## config.mk

```make
export PLATFORM = sky130hd
export DESIGN_NAME = uart_rx
export DESIGN_NICKNAME = d
export VERILOG_FILES = /design/src/rtl/uart_rx.sv
export SDC_FILE = /design/constraint.sdc
export NUM_CORES = 1
export LEC_CHECK = 0
export CORE_MARGIN = 2
export CORE_UTILIZATION = 36
export CTS_BUF_LIST = sky130_fd_sc_hd__clkbuf_2
export DETAILED_ROUTE_END_ITERATION = 8
export PLACE_DENSITY = 0.61
export RECOVER_POWER = 50
export SKIP_LAST_GASP = 1
export SLEW_MARGIN = 20
export SYNTH_ARGS = -nofsm -noshare
export SYNTH_HDL_FRONTEND = slang
export SYNTH_SLANG_ARGS = --single-unit
```

## constraint.sdc

```tcl
create_clock -name PCLK -period 7.2 [get_ports PCLK]
set_input_delay 1.08 -clock PCLK [delete_from_list [all_inputs] [get_ports PCLK]]
set_output_delay 1.08 -clock PCLK [all_outputs]
set_load 0.03 [all_outputs]
```

## src/rtl/uart_rx.sv

```systemverilog
// ---------------------------------------------------------------------------
// uart_rx -- UART receive engine with an internal RX FIFO.
//
// The RXD line is synchronised, then sampled using a 16x baud tick.
// The engine deframes 5-8 data bits, an optional parity bit and one stop bit,
// as selected by LCR. Each received character is pushed into the RX FIFO
// together with its break, framing and parity error flags.
//
// Ports
//   PCLK, PRESETn   clock; asynchronous active-low reset
//   RXD             serial input, idle high, asynchronous to PCLK
//   enable          16x baud tick, one PCLK wide
//   LCR             [1:0] data length 5+n, [3] parity enable, [4] even,
//                   [5] stick parity; other bits are ignored
//   rx_fifo_pop     removes the head entry (ignored when empty)
//   rx_fifo_out     head entry {BI,FE,PE,data[7:0]}, first-word fall-through
//   rx_fifo_empty   FIFO holds no entries
//   rx_fifo_full    FIFO holds FIFO_DEPTH entries
//   rx_fifo_count   number of entries held
//   rx_overrun      sticky flag: a character was lost because the FIFO was full
//   overrun_clr     clears rx_overrun (a new overrun in the same cycle wins)
//   busy            receiver is somewhere other than IDLE
// ---------------------------------------------------------------------------
module uart_rx #(
    parameter int FIFO_DEPTH  = 16,
    parameter int SYNC_STAGES = 2,
    localparam int CW = $clog2(FIFO_DEPTH) + 1
) (
    input  logic          PCLK,
    input  logic          PRESETn,
    input  logic          RXD,
    input  logic          enable,
    input  logic [7:0]    LCR,
    input  logic          rx_fifo_pop,
    output logic [10:0]   rx_fifo_out,
    output logic          rx_fifo_empty,
    output logic          rx_fifo_full,
    output logic [CW-1:0] rx_fifo_count,
    output logic          rx_overrun,
    input  logic          overrun_clr,
    output logic          busy
);

    localparam int PW = $clog2(FIFO_DEPTH);

    typedef enum logic [2:0] {
        S_IDLE,
        S_START,
        S_DATA,
        S_PARITY,
        S_STOP,
        S_BRK_WAIT
    } state_t;

    // ------------------------------------------------------------------
    // Receiver state
    // ------------------------------------------------------------------
    logic [SYNC_STAGES-1:0] sync_q, sync_d;
    state_t                 state_q, state_d;
    logic [3:0]             cnt_q, cnt_d;
    logic [2:0]             bit_cnt_q, bit_cnt_d;
    logic [7:0]             data_q, data_d;
    logic [1:0]             len_q, len_d;      // latched LCR[1:0]
    logic [2:0]             par_q, par_d;      // latched LCR[5:3]
    logic                   par_bit_q, par_bit_d;
    logic                   pe_q, pe_d;
    logic                   push_q, push_d;
    logic [10:0]            entry_q, entry_d;
    logic                   busy_q, busy_d;

    logic       rxd_s;
    logic       mid_tick;
    logic       end_tick;
    logic [2:0] last_bit;
    logic       exp_par;
    logic       fe;
    logic       bi;
    logic       unused_lcr;

    assign unused_lcr = ^{LCR[7:6], LCR[2]};
    assign rxd_s      = sync_q[SYNC_STAGES-1];
    assign mid_tick   = enable && (cnt_q == 4'd7);
    assign end_tick   = enable && (cnt_q == 4'd15);
    assign last_bit   = 3'd4 + {1'b0, len_q};

    // Expected parity bit from the latched stick/even selection.
    always_comb begin
        case (par_q[2:1])
            2'b00:   exp_par = ~^data_q;   // odd
            2'b01:   exp_par = ^data_q;    // even
            2'b10:   exp_par = 1'b1;       // stick 1
            default: exp_par = 1'b0;       // stick 0
        endcase
    end

    // A break is a zero character whose parity bit (if any) and stop bit
    // were both low. par_bit_q is cleared at start, so it reads 0 when
    // parity is disabled.
    assign fe = ~rxd_s;
    assign bi = fe && (data_q == 8'h00) && !par_bit_q;

    always_comb begin
        sync_d    = {sync_q[SYNC_STAGES-2:0], RXD};
        state_d   = state_q;
        cnt_d     = enable ? cnt_q + 4'd1 : cnt_q;
        bit_cnt_d = bit_cnt_q;
        data_d    = data_q;
        len_d     = len_q;
        par_d     = par_q;
        par_bit_d = par_bit_q;
        pe_d      = pe_q;
        push_d    = 1'b0;
        entry_d   = entry_q;

        case (state_q)
            S_IDLE: begin
                if (!rxd_s) begin
                    state_d = S_START;
                    cnt_d   = 4'd0;
                end
            end
            S_START: begin
                // Mid-start-bit check rejects glitches shorter than half a bit.
                if (mid_tick) begin
                    if (!rxd_s) begin
                        state_d   = S_DATA;
                        cnt_d     = 4'd0;
                        len_d     = LCR[1:0];
                        par_d     = LCR[5:3];
                        bit_cnt_d = 3'd0;
                        data_d    = 8'h00;
                        par_bit_d = 1'b0;
                        pe_d      = 1'b0;
                    end else begin
                        state_d = S_IDLE;
                    end
                end
            end
            S_DATA: begin
                if (end_tick) begin
                    data_d[bit_cnt_q] = rxd_s;
                    bit_cnt_d         = bit_cnt_q + 3'd1;
                    if (bit_cnt_q == last_bit) begin
                        state_d = par_q[0] ? S_PARITY : S_STOP;
                    end
                end
            end
            S_PARITY: begin
                if (end_tick) begin
                    par_bit_d = rxd_s;
                    pe_d      = (rxd_s != exp_par);
                    state_d   = S_STOP;
                end
            end
            S_STOP: begin
                if (end_tick) begin
                    entry_d = {bi, fe, pe_q, data_q};
                    push_d  = 1'b1;
                    state_d = bi ? S_BRK_WAIT : S_IDLE;
                end
            end
            S_BRK_WAIT: begin
                if (rxd_s) begin
                    state_d = S_IDLE;
                end
            end
            default: state_d = S_IDLE;
        endcase

        busy_d = (state_d != S_IDLE);
    end

    always_ff @(posedge PCLK or negedge PRESETn) begin
        if (!PRESETn) begin
            sync_q    <= '1;
            state_q   <= S_IDLE;
            cnt_q     <= 4'd0;
            bit_cnt_q <= 3'd0;
            data_q    <= 8'h00;
            len_q     <= 2'd0;
            par_q     <= 3'd0;
            par_bit_q <= 1'b0;
            pe_q      <= 1'b0;
            push_q    <= 1'b0;
            entry_q   <= 11'h000;
            busy_q    <= 1'b0;
        end else begin
            sync_q    <= sync_d;
            state_q   <= state_d;
            cnt_q     <= cnt_d;
            bit_cnt_q <= bit_cnt_d;
            data_q    <= data_d;
            len_q     <= len_d;
            par_q     <= par_d;
            par_bit_q <= par_bit_d;
            pe_q      <= pe_d;
            push_q    <= push_d;
            entry_q   <= entry_d;
            busy_q    <= busy_d;
        end
    end

    assign busy = busy_q;

    // ------------------------------------------------------------------
    // RX FIFO
    // ------------------------------------------------------------------
    logic [10:0]   mem_q [FIFO_DEPTH];
    logic [PW-1:0] wr_ptr_q, wr_ptr_d;
    logic [PW-1:0] rd_ptr_q, rd_ptr_d;
    logic [CW-1:0] count_q, count_d;
    logic          overrun_q, overrun_d;
    logic          full;
    logic          do_pop;
    logic          do_push;
    logic          ovr_evt;

    assign full    = (count_q == CW'(FIFO_DEPTH));
    assign do_pop  = rx_fifo_pop && (count_q != '0);
    // A pop in the same cycle frees a slot, so a full FIFO still accepts.
    assign do_push = push_q && (!full || do_pop);
    assign ovr_evt = push_q && full && !do_pop;

    always_comb begin
        wr_ptr_d  = do_push ? wr_ptr_q + PW'(1) : wr_ptr_q;
        rd_ptr_d  = do_pop  ? rd_ptr_q + PW'(1) : rd_ptr_q;
        count_d   = count_q;
        case ({do_push, do_pop})
            2'b10:   count_d = count_q + CW'(1);
            2'b01:   count_d = count_q - CW'(1);
            default: count_d = count_q;
        endcase
        overrun_d = ovr_evt ? 1'b1 : (overrun_clr ? 1'b0 : overrun_q);
    end

    always_ff @(posedge PCLK or negedge PRESETn) begin
        if (!PRESETn) begin
            wr_ptr_q  <= '0;
            rd_ptr_q  <= '0;
            count_q   <= '0;
            overrun_q <= 1'b0;
            for (int i = 0; i < FIFO_DEPTH; i++) begin
                mem_q[i] <= 11'h000;
            end
        end else begin
            wr_ptr_q  <= wr_ptr_d;
            rd_ptr_q  <= rd_ptr_d;
            count_q   <= count_d;
            overrun_q <= overrun_d;
            if (do_push) begin
                mem_q[wr_ptr_q] <= entry_q;
            end
        end
    end

    assign rx_fifo_out   = mem_q[rd_ptr_q];
    assign rx_fifo_empty = (count_q == '0);
    assign rx_fifo_full  = full;
    assign rx_fifo_count = count_q;
    assign rx_overrun    = overrun_q;

endmodule

```

==> PnR_summary.wiki <==
{| class="wikitable"
! Metric !! Value
|-
| Run status || complete, but fails checks
|-
| Failing checks || capacitance limit, slew limit
|-
| Post-synthesis sequential area ratio || 0.537
|-
| Number of iterations in the first detailed-routing pass || 4
|-
| Number of antenna violations at the first check in global routing || 1
|-
| RSZ-0062 raised after global routing || false
|-
| Standard cell with the maximum stage delay on the critical path || sky130_fd_sc_hd__dfrtp_4
|-
| Full die area || 31,200 sq um
|-
| Syn_nets || 763
|-
| Fraction of layout cells with a size suffix above 1 || 0.444
|-
| Initial core utilization || 0.364
|-
| Number of CTS-inserted buffers || 60
|-
| CP Buf/Inv Count || 1
|-
| Delay of the slowest cell on the worst path || 1110 ps
|-
| CP startpoint || rd_ptr_q[0]
|-
| TritonCTS Sinks || 230
|-
| Clock Tree Root || sky130_fd_sc_hd__clkbuf_2
|-
| Summed instance area of the synthesized netlist || 10,700 sq um
|-
| Number of buffer cells added on primary ports || 30
|-
| Syn_area_per_cell || 14.6 sq um
|-
| Vias per Instance || 5.07
|-
| Net count, final || 815
|-
| Number of storage elements in the synthesis netlist || 230
|-
| Headroom to the max-slew limit || -1.14
|-
| Maximum achievable frequency || 207 MHz
|-
| All-Layer GR Usage || 0.154
|-
| Worst reg2reg path startpoint || rx_fifo_count[1]
|-
| Post-detailed-route DRC marker count || 0
|-
| Top Ports || 34
|-
| Critical path peak fanout || 47
|-
| Classification of the worst-slack hold path || in -> async
|-
| # rows || 63
|-
| Final standard cell count with taps included and fillers excluded || 1,223
|-
| Synth top area cells || sky130_fd_sc_hd__dfrtp_1 53%, sky130_fd_sc_hd__mux2_2 19%, sky130_fd_sc_hd__mux4_2 12%, sky130_fd_sc_hd__ha_1 1.6%, sky130_fd_sc_hd__xnor2_1 1.3%
|-
| Setup TNS || 0 ps
|-
| Bufs on Longest Clock Path || 3
|-
| Top Usage Layer GRT || met2
|-
| Element type at the critical path end || primary output
|-
| Cell area reported after detailed placement || 11,400 sq um
|-
| Floorplan Core Area || 29,500 sq um
|-
| Grt ovf || 0
|-
| Met3 routing resource usage after global routing || 0.0326
|-
| Via count of the first global-routing pass || 6,485
|-
| Gate family responsible for the most delay along the worst path || multiplexers
|-
| Antenna violation net count after detailed routing || 0
|-
| Fraction of met2 tracks used by global routing || 0.251
|-
| Fillers || 2,812
|-
| Final period util || 0.672
|-
| Power consumption || 2.93 mW
|-
| Count of endpoints failing hold in the final timing report || 0
|-
| CTS tree || done
|-
| Worst path arrival time || 3760 ps
|-
| Maximum number of pins on one net before global-route repair || 117
|-
| Total wire length after detailed routing || 22.7 mm
|-
| Utilization after layout || 0.405
|-
| Final setup violating endpoints || 0
|-
| Count of flip-flops with a built-in enable after synthesis || 0
|-
| Overall via count from detail_route || 6,200
|-
| Met1 track demand over resource || 0.207
|-
| DP Cell Count || 1,115
|-
| DRT iter0 DRCs || 340
|-
| Clock skew after layout || 66.9 ps
|-
| Multi-input logic area || 4680 sq um
|-
| Placer congestion estimate || 0.749
|-
| Number of setup buffers added after CTS || 0
|-
| Worst setup path category || reg -> out
|-
| Yosys synthesis warning count || 0
|-
| Startpoint type of the worst setup path || flip-flop
|-
| Power per cell area || 245 nW/um^2
|-
| H-tree level count || 2
|-
| Fraction of registers with async set/reset || 1.00
|-
| Clock network latency to the later pin of the worst-skew pair || 860 ps
|-
| Total count of max-transition violations in the final report || 118
|-
| Final min period || 4840 ps
|-
| Relative area change from synthesis to final layout || 11.4%
|-
| Clock slew at the register clock pins of the worst setup and hold paths || 120 ps
|-
| Transition time of the tightest slew-check pin || 3210 ps
|-
| Post-synth cell types || 43
|-
| Wire length of the first global-routing pass || 36.9 mm
|-
| Final worst setup slack || 2360 ps
|-
| Hold slack final || 320 ps
|-
| Max VDD drop || 0.000147 V
|-
| Library cell occupying the most area in the post-synthesis netlist || sky130_fd_sc_hd__dfrtp_1
|-
| Final std cell area, no fill || 12,000 sq um
|-
| Worst path most repeated cell || sky130_fd_sc_hd__mux4_2
|-
| Total of hold buffers inserted after clock tree synthesis || 0
|-
| DP HPWL || 13.4 mm
|-
| Post-detailed-route wirelength per cell || 18.5 microns
|-
| Max-Cap Viols || 2
|-
| Die outline height || 177 microns
|-
| Setup WS pre-CTS || 3040 ps
|-
| Mapped Cells || 735
|-
| Fraction of synthesized cell area taken by the top area cell type || 0.532
|-
| Die width || 177 microns
|-
| Register area || 5760 sq um
|-
| Crit path required time || 6120 ps
|-
| Static leakage || 5.55 nW
|-
| Ordered list of cells on the worst path || mux4_2, mux4_2, clkdlybuf4s50_1
|-
| CTS-repair resized insts || 0
|-
| Most used flip-flop cell after synthesis || sky130_fd_sc_hd__dfrtp_1
|}
kinds of logic after synthesis:
kind of cell | share of synthesized area
flops | 0.537
buf+inv | 0.0353
fa+ha+maj | 0.0163
mux | 0.317
xor+xnor | 0.0196
simple gates | 0.0513
compound gates | 0.0237
power breakdown:
part / switching, mW / leakage [nW] / internal, mW / total, mW
Combinational: 0.214 / 1.96 / 0.254 / 0.469
Sequential: 0.214 / 3.17 / 1.35 / 1.56
Clock: 0.524 / 0.426 / 0.373 / 0.897
Total: 0.953 / 5.55 / 1.97 / 2.93
state kept, by name, indices dropped and copies added, names as in the netlist, 3 cells and up:
signal,flops
rd_ptr_q,4
mem_q,176
par_q,3
data_q,8
bit_cnt_q,3
entry_q,11
wr_ptr_q,4
cnt_q,4
state_q,3
rx_fifo_count,5
worst paths after layout:
path | cells after the start | slack (ps) | endpoint
max | 3 | 2360 | rx_fifo_out[6]
min | 1 | 320 | mem_q[151]
max reg2reg | 11 | 3530 | rx_fifo_count[4]
min reg2reg | 0 | 360 | sync_q[1]
max in group asynchronous | 2 | 2920 | rd_ptr_q[0]
min in group PCLK | 0 | 360 | sync_q[1]
cell usage in the layout (no fill, tap or decap), types with 3 or more instances in the layout:
cell type | Yosys | routed
sky130_fd_sc_hd__a21oi_1 | 9 | 9
sky130_fd_sc_hd__a22oi_1 | 3 | 3
sky130_fd_sc_hd__mux2i_1 | 7 | 7
sky130_fd_sc_hd__or3_1 | 3 | 3
sky130_fd_sc_hd__nand4_1 | 3 | 3
sky130_fd_sc_hd__xor2_1 | 8 | 8
sky130_fd_sc_hd__inv_1 | 19 | 19
sky130_fd_sc_hd__clkdlybuf4s50_1 | 0 | 27
sky130_fd_sc_hd__dfrtp_1 | 228 | 226
sky130_fd_sc_hd__o21ai_0 | 18 | 18
sky130_fd_sc_hd__nor4_2 | 0 | 3
sky130_fd_sc_hd__nor3_4 | 1 | 5
sky130_fd_sc_hd__clkbuf_1 | 30 | 3
sky130_fd_sc_hd__nand2_1 | 34 | 34
sky130_fd_sc_hd__nand2b_1 | 7 | 7
sky130_fd_sc_hd__nand3_1 | 7 | 7
sky130_fd_sc_hd__nor4_1 | 7 | 4
sky130_fd_sc_hd__clkinv_1 | 0 | 11
sky130_fd_sc_hd__nor3_2 | 0 | 6
sky130_fd_sc_hd__mux2_2 | 183 | 183
sky130_fd_sc_hd__mux4_2 | 55 | 55
sky130_fd_sc_hd__buf_4 | 1 | 11
sky130_fd_sc_hd__nor4b_1 | 6 | 6
sky130_fd_sc_hd__nor2_1 | 17 | 15
sky130_fd_sc_hd__xnor2_1 | 16 | 16
sky130_fd_sc_hd__ha_1 | 14 | 14
sky130_fd_sc_hd__a21o_1 | 4 | 4
sky130_fd_sc_hd__clkbuf_2 | 2 | 92
Yosys cell counts (2+ instances only):
cell type and number:
sky130_fd_sc_hd__nand2b_1 7, sky130_fd_sc_hd__buf_1 2, sky130_fd_sc_hd__clkbuf_2 2, sky130_fd_sc_hd__or3_1 3, sky130_fd_sc_hd__xor2_1 8, sky130_fd_sc_hd__a21oi_1 9
sky130_fd_sc_hd__mux4_2 55, sky130_fd_sc_hd__ha_1 14, sky130_fd_sc_hd__a21o_1 4, sky130_fd_sc_hd__nand2_1 34, sky130_fd_sc_hd__a22o_1 2, sky130_fd_sc_hd__dfstp_2 2
sky130_fd_sc_hd__inv_1 19, sky130_fd_sc_hd__nor4_1 7, sky130_fd_sc_hd__a22oi_1 3, sky130_fd_sc_hd__clkbuf_1 30, sky130_fd_sc_hd__nor2_1 17, sky130_fd_sc_hd__buf_6 12
sky130_fd_sc_hd__dfrtp_1 228, sky130_fd_sc_hd__nor4bb_1 2, sky130_fd_sc_hd__nand3_1 7, sky130_fd_sc_hd__mux2_2 183, sky130_fd_sc_hd__mux2_4 2, sky130_fd_sc_hd__nor3_1 12
sky130_fd_sc_hd__buf_2 7, sky130_fd_sc_hd__nor2b_1 2, sky130_fd_sc_hd__mux2i_1 7, sky130_fd_sc_hd__xnor2_1 16, sky130_fd_sc_hd__nand4_1 3, sky130_fd_sc_hd__nor4b_1 6
sky130_fd_sc_hd__o21ai_0 18
area by class of cell:
| type | instances | area share |
|---|---|---|
| diodes | 1 | 0.000209 |
| well taps | 390 | 0.0408 |
| flip-flops and latches | 230 | 0.482 |
| multi-input cells | 432 | 0.392 |
| inverters | 19 | 0.00597 |
| clock inverters | 15 | 0.00712 |
| clock buffers | 92 | 0.0385 |
| repair buffers | 44 | 0.0334 |
metal layers:
layer / wire [microns] / vias to the layer above
li1: - / 2836
met1: 10100 / 3215
met2: 11200 / 113
met3: 1010 / 36
met4: 357 / 0
met5: 0 / -
No activity file was read; power rests on OpenSTA's default activity.
